===== src/rtl/mcpu_pkg.sv =====
// Shared definitions for the 16-bit core pipeline.
// Memory commands, write-enable codes and the EX/MEM payload layout.
package mcpu_pkg;

    localparam int DEF_DATA_W  = 16;
    localparam int DEF_REG_AW  = 4;
    localparam int DEF_MEMRW_W = 2;

    localparam logic [1:0] MEMRW_IDLE  = 2'b00;
    localparam logic [1:0] MEMRW_READ  = 2'b01;
    localparam logic [1:0] MEMRW_WRITE = 2'b10;

    localparam logic WRITE_EN  = 1'b1;
    localparam logic WRITE_DIS = 1'b0;

    typedef struct packed {
        logic [DEF_MEMRW_W-1:0] memrw;
        logic [DEF_DATA_W-1:0]  memaddr;
        logic [DEF_DATA_W-1:0]  memdata;
        logic [DEF_DATA_W-1:0]  wdata;
        logic [DEF_REG_AW-1:0]  waddr;
        logic                   we;
    } ex_mem_payload_t;

endpackage


===== src/rtl/pipe_slot.sv =====
// One pipeline slot: payload register plus valid bit.
// Clear wins over load; payload is only written on load.
module pipe_slot #(
    parameter int W = 8
) (
    input  logic         clk,
    input  logic         rst,
    input  logic         load,
    input  logic         clear,
    input  logic [W-1:0] d,
    output logic [W-1:0] q,
    output logic         valid
);

    always_ff @(posedge clk or posedge rst) begin
        if (rst) begin
            valid <= 1'b0;
            q     <= '0;
        end else if (clear) begin
            valid <= 1'b0;
        end else if (load) begin
            valid <= 1'b1;
            q     <= d;
        end
    end

endmodule


===== src/rtl/ex_mem_skid.sv =====
// EX->MEM boundary register with a 2-entry skid buffer.
// ex_ready is derived from the skid valid bit only, never from mem_ready.
module ex_mem_skid
    import mcpu_pkg::*;
#(
    parameter int DATA_W  = 16,
    parameter int REG_AW  = 4,
    parameter int MEMRW_W = 2
) (
    input  logic               clk,
    input  logic               rst,
    input  logic               flush,
    input  logic               ex_valid,
    output logic               ex_ready,
    input  logic [MEMRW_W-1:0] ex_memrw,
    input  logic [DATA_W-1:0]  ex_memaddr,
    input  logic [DATA_W-1:0]  ex_memdata,
    input  logic [DATA_W-1:0]  ex_wdata,
    input  logic [REG_AW-1:0]  ex_waddr,
    input  logic               ex_we,
    output logic               mem_valid,
    input  logic               mem_ready,
    output logic [MEMRW_W-1:0] mem_memrw,
    output logic [DATA_W-1:0]  mem_memaddr,
    output logic [DATA_W-1:0]  mem_memdata,
    output logic [DATA_W-1:0]  mem_wdata,
    output logic [REG_AW-1:0]  mem_waddr,
    output logic               mem_we,
    output logic               skid_full
);

    localparam int PAY_W = MEMRW_W + 3*DATA_W + REG_AW + 1;

    logic [PAY_W-1:0] in_pay;
    logic [PAY_W-1:0] main_d;
    logic [PAY_W-1:0] main_q;
    logic [PAY_W-1:0] skid_q;
    logic             main_valid;
    logic             skid_valid;
    logic             main_load;
    logic             main_clr;
    logic             main_sel_skid;
    logic             skid_load;
    logic             skid_clr;
    logic             accept;
    logic             consume;

    logic [MEMRW_W-1:0] m_memrw;
    logic               m_we;

    assign in_pay = {ex_memrw, ex_memaddr, ex_memdata,
                     ex_wdata, ex_waddr, ex_we};

    assign ex_ready = ~skid_valid & ~rst;
    assign accept   = ex_valid & ex_ready;
    assign consume  = main_valid & mem_ready;

    always_comb begin
        main_load     = 1'b0;
        main_clr      = 1'b0;
        main_sel_skid = 1'b0;
        skid_load     = 1'b0;
        skid_clr      = 1'b0;
        if (flush) begin
            main_clr = 1'b1;
            skid_clr = 1'b1;
        end else if (skid_valid) begin
            if (consume) begin
                main_load     = 1'b1;
                main_sel_skid = 1'b1;
                skid_clr      = 1'b1;
            end
        end else if (accept) begin
            if (!main_valid || consume)
                main_load = 1'b1;
            else
                skid_load = 1'b1;
        end else if (consume) begin
            main_clr = 1'b1;
        end
    end

    assign main_d = main_sel_skid ? skid_q : in_pay;

    pipe_slot #(.W(PAY_W)) u_main (
        .clk   (clk),
        .rst   (rst),
        .load  (main_load),
        .clear (main_clr),
        .d     (main_d),
        .q     (main_q),
        .valid (main_valid)
    );

    pipe_slot #(.W(PAY_W)) u_skid (
        .clk   (clk),
        .rst   (rst),
        .load  (skid_load),
        .clear (skid_clr),
        .d     (in_pay),
        .q     (skid_q),
        .valid (skid_valid)
    );

    assign {m_memrw, mem_memaddr, mem_memdata,
            mem_wdata, mem_waddr, m_we} = main_q;

    // Bubbles must never issue a memory op or a register write.
    assign mem_valid = main_valid;
    assign mem_we    = main_valid & m_we;
    assign mem_memrw = main_valid ? m_memrw : MEMRW_W'(MEMRW_IDLE);
    assign skid_full = skid_valid;

endmodule


===== config.mk =====
export PLATFORM = sky130hd
export DESIGN_NAME = ex_mem_skid
export DESIGN_NICKNAME = d
export VERILOG_FILES = /design/src/rtl/mcpu_pkg.sv /design/src/rtl/pipe_slot.sv /design/src/rtl/ex_mem_skid.sv
export SDC_FILE = /design/constraint.sdc
export NUM_CORES = 1
export LEC_CHECK = 0
export BUFFER_PORTS_ARGS = -buffer_cell sky130_fd_sc_hd__buf_2
export CORE_MARGIN = 3
export CORE_UTILIZATION = 55
export DETAILED_ROUTE_END_ITERATION = 6
export PLACE_DENSITY = 0.86
export SYNTH_ARGS = -nofsm -noshare
export SYNTH_HDL_FRONTEND = slang
export SYNTH_SLANG_ARGS = --single-unit

===== constraint.sdc =====
create_clock -name clk -period 8.7 [get_ports clk]
set_input_delay 0.435 -clock clk [delete_from_list [all_inputs] [get_ports clk]]
set_output_delay 0.435 -clock clk [all_outputs]
set_load 0.02 [all_outputs]

==> flow_metrics.py, run 1 <==
metrics = {
    "status": {
        "status": "finished, final reports clean",
    },
    "detailed_routing": {
        "dr_total_vias": 2858,
        "drt_pass1_iterations": 4,
        "ant_nets": 0,
        "wire_per_inst_um": 16.5,
        "drc_errors": 0,
        "routed_via_density": 5.13,
        "routed_wl_mm": 9.21,
        "drt_iter0_drc": 88,
    },
    "setup_path": {
        "reg2regPathDepth": 3,
        "endpoint": "u_skid.q[37]$_DFFE_PP0P_",
        "worstSetupPathType": "register to register",
        "cp_slowest_cell": "or4b_4",
        "cp-end-kind": "register",
        "critPathRequiredTime_ns": 8.93,
        "regToRegSetupSlack_ns": 6.28,
        "critPathLaunch": "u_skid.valid$_DFFE_PP0P_",
        "cpPeakStageDelay_ns": 0.93,
        "path_cells": "or3b_4 > or4b_4 > mux2_4",
        "r2r_end": "u_skid.q[37]$_DFFE_PP0P_",
        "critPathLaunchType": "register",
        "regToRegStartpoint": "u_skid.valid$_DFFE_PP0P_",
        "crit_path_max_fanout": 55,
        "cp_data_arrival_time_ns": 2.65,
    },
    "sta": {
        "fin_crit_ns": 2.42,
        "slew_headroom_pct": 30.4,
        "worst_slew_pin_slew_ns": 1.04,
        "setup_slack_ns": 6.28,
        "whs_ns": 0.191,
        "hold_viol_final": 0,
        "skew_ns": 0.0131,
        "fmax_mhz": 414,
        "tns_ns": 0,
        "setup_viol": 0,
        "rsz0062_at_grt": "no",
        "period_share_pct": 27.8,
        "slew_violations": 0,
    },
    "clock_network": {
        "cts_resized": 0,
        "cts_setup_buffers": 0,
        "tritoncts": "done",
        "clockRootBuffer": "clkbuf_8",
        "hold_buffers": 0,
        "cts_made_buffers": 9,
        "htreeDepth": 3,
        "cts.sink_count": 112,
        "clkTransAtPathRegs_ns": 0.11,
        "cts_buffer_depth": 2,
        "clk_latency_ns": 0.35,
    },
    "grt": {
        "gr-usage-all-layers_pct": 17.0,
        "grt_max_degree": 59,
        "antenna_found_initial": 0,
        "first_global_vias": 3112,
        "grt_pass1_wl_mm": 15.4,
        "grt-ovfl-total": 0,
    },
    "yosys": {
        "synthAdderAreaFrac_pct": 0,
        "ys_ff_latch": 112,
        "yosysUniqueCellTypes": 20,
        "yosysSeqAreaShare_pct": 50.8,
        "synth_compound_area_share_pct": 0.907,
        "yosys.area_share.simple_pct": 1.09,
        "synth_top_family_by_area": "multiplexers",
        "syn-instance-count": 362,
        "syn_nets": 422,
        "syn_avg_cell_area_um2": 15.2,
        "synth_ff_type": "dfrtp_1",
        "synth_mux_area_share_pct": 37.1,
        "synth_edf_count": 0,
        "synth-xor-area-share_pct": 0,
        "ys_warn_count": 0,
        "syn_area_um2": 5520,
        "synth_async_sr_flop_share_pct": 100,
    },
    "power": {
        "p_leak_nw": 2.98,
        "power_density_nw_per_um2": 216,
        "ir_drop_v": 0.000115,
        "total_power_mw": 1.28,
    },
    "floorplan": {
        "io_pins": 118,
        "core_area_um2": 9500,
        "fp.dieArea_um2": 11300,
        "die_y_um": 106,
        "die_x_um": 106,
        "rows": 35,
        "initial_utilization_pct": 58.1,
    },
    "cells_and_area": {
        "final_net_count": 483,
        "mostFrequentLayoutCell": "buf_2",
        "drive_gt1_share_pct": 71.3,
        "insertedDiodeCount": 0,
        "final_cells": 557,
        "final_cell_mix": "buf_2, mux2_2, dfrtp_1, mux2_4, clkbuf_8",
        "area_delta_synth_final_pct": 7.64,
    },
    "hold_path": {
        "hp-class": "input port to async pin",
    },
    "placed_design": {
        "routabilityCongestion": 0.719,
        "port_buffers": 117,
        "dp_slack_ns": 6.19,
        "dp_cells": 541,
        "hpwl_mm": 5.95,
    },
    "flow_run": {
        "max-cap-violations": 0,
    },
}
==> power breakdown <==
part           internal [mW]  switching (mW)  total, mW  leakage (nW)
Clock                  0.143           0.174      0.317         0.107
Combinational          0.153           0.144      0.297          1.47
Sequential             0.618          0.0511      0.669          1.40
==> layer usage <==
layer,vias to the layer above,global-route usage (%),part of all wire [%]
li1,1329,-,-
met5,-,0,0
met4,0,5.00,1.1
met1,1460,22.7,45
met2,60,28.9,50
met3,9,2.73,3.5
==> area by class of cell <==
cell class | instances | area, µm²
Inverter | 2 | 10.0
Clock inverter | 6 | 66.3
Multi-Input combinational cell | 178 | 2160
Timing Repair Buffer | 120 | 608
Sequential cell | 112 | 2800
Fill cell | 749 | 3560
Tap cell | 129 | 161
Clock buffer | 10 | 138
==> sequential cells by signal (all words and copies together) (netlist names) <==
| register | flops |
|---|---|
| u_main.q | 55 |
| u_skid.q | 55 |
| u_skid.valid | 1 |
| u_main.valid | 1 |
==> kinds of logic after synthesis <==
logic type | after synthesis
simple gates | 8
flops | 112
mux | 165
buf+inv | 72
compound gates | 5
==> Yosys cell counts (2+ instances only) <==
| cell | number | share of area [%] |
|---|---|---|
| dfrtp_1 | 112 | 51 |
| mux2_2 | 115 | 23 |
| buf_4 | 52 | 7.1 |
| clkbuf_1 | 6 | 0.41 |
| buf_12 | 5 | 1.8 |
| buf_2 | 6 | 0.54 |
| inv_1 | 2 | 0.14 |
| and2_1 | 3 | 0.34 |
| mux2_4 | 50 | 14 |
==> worst min path at each step <==
stage | end | slack (ns)
floorplan | u_main.q[53]$_DFFE_PP0P_ | 0.47
global placement | u_main.q[22]$_DFFE_PP0P_ | 0.48
detailed placement | u_skid.q[9]$_DFFE_PP0P_ | 0.49
CTS | u_skid.q[52]$_DFFE_PP0P_ | 0.21
global route | u_skid.valid$_DFFE_PP0P_ | 0.24
finish | u_skid.q[52]$_DFFE_PP0P_ | 0.19
==> through the flow <==
stage	instance area [µm²]	utilization, %
3_5_place_dp	5740	60.4
2_1_floorplan	5520	-
4_1_cts	5940	62.5
5_1_grt	5940	62.5
6_report	5940	62.5
3_3_place_gp	5740	60.4
==> critical path, delay by kind of cell, from the launching register on <==
family,cells,cell delay (ns)
flip-flops,1,0.45
AND/OR/NAND/NOR,2,1.38
multiplexers,1,0.45
No activity file was read; power rests on OpenSTA's default activity.
==> run 2: changes to the inputs <==
==> constraint.sdc (replaced) <==
create_clock -name clk -period 2.4 [get_ports clk]
set_input_delay 0.12 -clock clk [delete_from_list [all_inputs] [get_ports clk]]
set_output_delay 0.12 -clock clk [all_outputs]
set_load 0.02 [all_outputs]
==> flow_metrics.py, run 2 (synthesis results as in run 1) <==
metrics = {
    "flow_run": {
        "max-cap-violations": 0,
    },
    "grt": {
        "antenna_found_initial": 0,
        "grt_max_degree": 59,
        "grt-ovfl-total": 0,
        "first_global_vias": 3350,
        "grt_pass1_wl_mm": 16.6,
        "gr-usage-all-layers_pct": 18.5,
    },
    "cells_and_area": {
        "final_net_count": 532,
        "drive_gt1_share_pct": 64.3,
        "fin_area_um2": 6460,
        "n_fill_cell": 687,
        "final_cell_mix": "buf_2, mux2_2, dfrtp_1, mux2_4, dlygate4sd3_1",
        "area_delta_synth_final_pct": 17.1,
        "final_cells": 605,
        "mostFrequentLayoutCell": "buf_2",
        "insertedDiodeCount": 0,
        "top_regs": "u_main.q x55, u_skid.q x55",
    },
    "sta": {
        "hold_viol_final": 0,
        "worst_slew_pin_slew_ns": 0.721,
        "slew_violations": 0,
        "skew_ns": 0.00745,
        "slew_headroom_pct": 51.9,
        "period_share_pct": 89.4,
        "tns_ns": 0,
        "setup_viol": 0,
        "rsz0062_at_grt": "no",
        "fmax_mhz": 466,
        "whs_ns": 0.000603,
        "fin_crit_ns": 2.15,
    },
    "floorplan": {
        "core_area_um2": 9500,
        "die_x_um": 106,
        "initial_utilization_pct": 58.1,
        "fp.dieArea_um2": 11300,
        "die_y_um": 106,
        "rows": 35,
        "io_pins": 118,
    },
    "setup_path": {
        "reg2regPathDepth": 4,
        "cp_data_arrival_time_ns": 2.39,
        "worstSetupPathType": "register to register",
        "cpPeakStageDelay_ns": 0.51,
        "cp-end-kind": "register",
        "critPathLaunchType": "register",
        "critPathRequiredTime_ns": 2.64,
        "r2r_end": "u_skid.q[35]$_DFFE_PP0P_",
        "cp_slowest_cell": "or4b_4",
        "crit_path_max_fanout": 55,
        "regToRegSetupSlack_ns": 0.25,
        "regToRegStartpoint": "u_skid.valid$_DFFE_PP0P_",
        "path_cells": "or3b_4 > or4b_4 > buf_12 > mux2_4",
    },
    "detailed_routing": {
        "routed_wl_mm": 9.92,
        "wire_per_inst_um": 16.4,
        "wl_met3_um": 375,
        "m1WireLength_mm": 4.26,
        "ant_nets": 0,
        "routed_via_density": 5.10,
        "met2RoutedLength_mm": 5.15,
        "dr_total_vias": 3088,
        "drt_iter0_drc": 70,
        "drt_pass1_iterations": 4,
        "top_layer": "met4",
        "drc_errors": 0,
    },
    "clock_network": {
        "cts_made_buffers": 9,
        "clk_latency_ns": 0.35,
        "cts.sink_count": 112,
        "htreeDepth": 3,
        "cts_resized": 0,
        "clockRootBuffer": "clkbuf_8",
        "clkTransAtPathRegs_ns": 0.10,
        "tritoncts": "done",
        "cts_buffer_depth": 2,
    },
    "placed_design": {
        "dpl_cell_area_um2": 5790,
        "routabilityCongestion": 0.734,
        "dp_cells": 543,
        "hpwl_mm": 6.32,
        "port_buffers": 117,
    },
    "hold_path": {
        "hp-class": "input port to async pin",
    },
    "power": {
        "ir_drop_v": 0.000395,
        "p_leak_nw": 3.19,
        "total_power_mw": 4.72,
        "power_density_nw_per_um2": 730,
    },
    "status": {
        "status": "finished, final reports clean",
    },
}
[run 2: cell count changes in the layout (fill, tap and decap cells not counted)]
| cell | previous run | this run |
|---|---|---|
| buf_4 | 3 | 2 |
| buf_12 | 0 | 3 |
| inv_4 | 1 | 0 |
| clkinv_4 | 1 | 2 |
| dlygate4sd3_1 | 0 | 47 |
| clkinvlp_4 | 0 | 1 |
| clkinv_2 | 2 | 0 |
[run 2: worst max-delay path, delay by kind of cell, from the launching register on]
kind | cells | cell delay [ns]
buf+inv | 1 | 0.25
flops | 1 | 0.46
mux | 1 | 0.34
simple gates | 2 | 0.96
[run 2: metrics by stage]
stage	setup WS, ns	utilization, %
after floorplan	0.0843	-
after global placement	0.332	60.9
after detailed placement	0.272	60.9
after CTS	0.249	67.2
after global routing	0.202	68.0
final	0.255	68.0
[run 2: area by class of cell]
type	count	area [µm²]	share of cell area (%)
sequential	112	2800	43.4
multi-input combinational	178	2160	33.3
timing repair buffer	169	1130	17.5
tap	129	161	2.50
clock buffer	10	138	2.13
clock inverter	5	65.1	1.01
inverter	2	11.3	0.174
[run 2: what timing repair did]
action | 4_1_cts | 5_1_grt
setup buffers | 0 | 0
endpoints found under the hold margin | 38 | 8
hold buffers | 39 | 8
[run 2: power breakdown]
| group | switching, mW | total [mW] | internal [mW] |
|---|---|---|---|
| logic | 0.533 | 1.14 | 0.607 |
| registers | 0.197 | 2.44 | 2.24 |
| clock network | 0.623 | 1.14 | 0.518 |
| total | 1.35 | 4.72 | 3.36 |
[run 2: worst max-delay path by stage]
| stage | cells past startpoint | from | endpoint |
|---|---|---|---|
| after global routing | 4 | u_skid.valid$_DFFE_PP0P_ | u_skid.q[33]$_DFFE_PP0P_ |
| after detailed placement | 4 | u_skid.valid$_DFFE_PP0P_ | u_skid.q[35]$_DFFE_PP0P_ |
| after CTS | 4 | u_skid.valid$_DFFE_PP0P_ | u_skid.q[35]$_DFFE_PP0P_ |
| final | 4 | u_skid.valid$_DFFE_PP0P_ | u_skid.q[35]$_DFFE_PP0P_ |
| after global placement | 4 | u_skid.valid$_DFFE_PP0P_ | u_skid.q[26]$_DFFE_PP0P_ |
| after floorplan | 3 | rst | u_skid.valid$_DFFE_PP0P_ |
[run 2: routing by layer]
| layer | global-route usage (%) | up-vias |
|---|---|---|
| met5 | 0 | - |
| li1 | - | 1427 |
| met2 | 31.9 | 70 |
| met1 | 23.7 | 1580 |
| met4 | 4.63 | 0 |
| met3 | 4.13 | 11 |
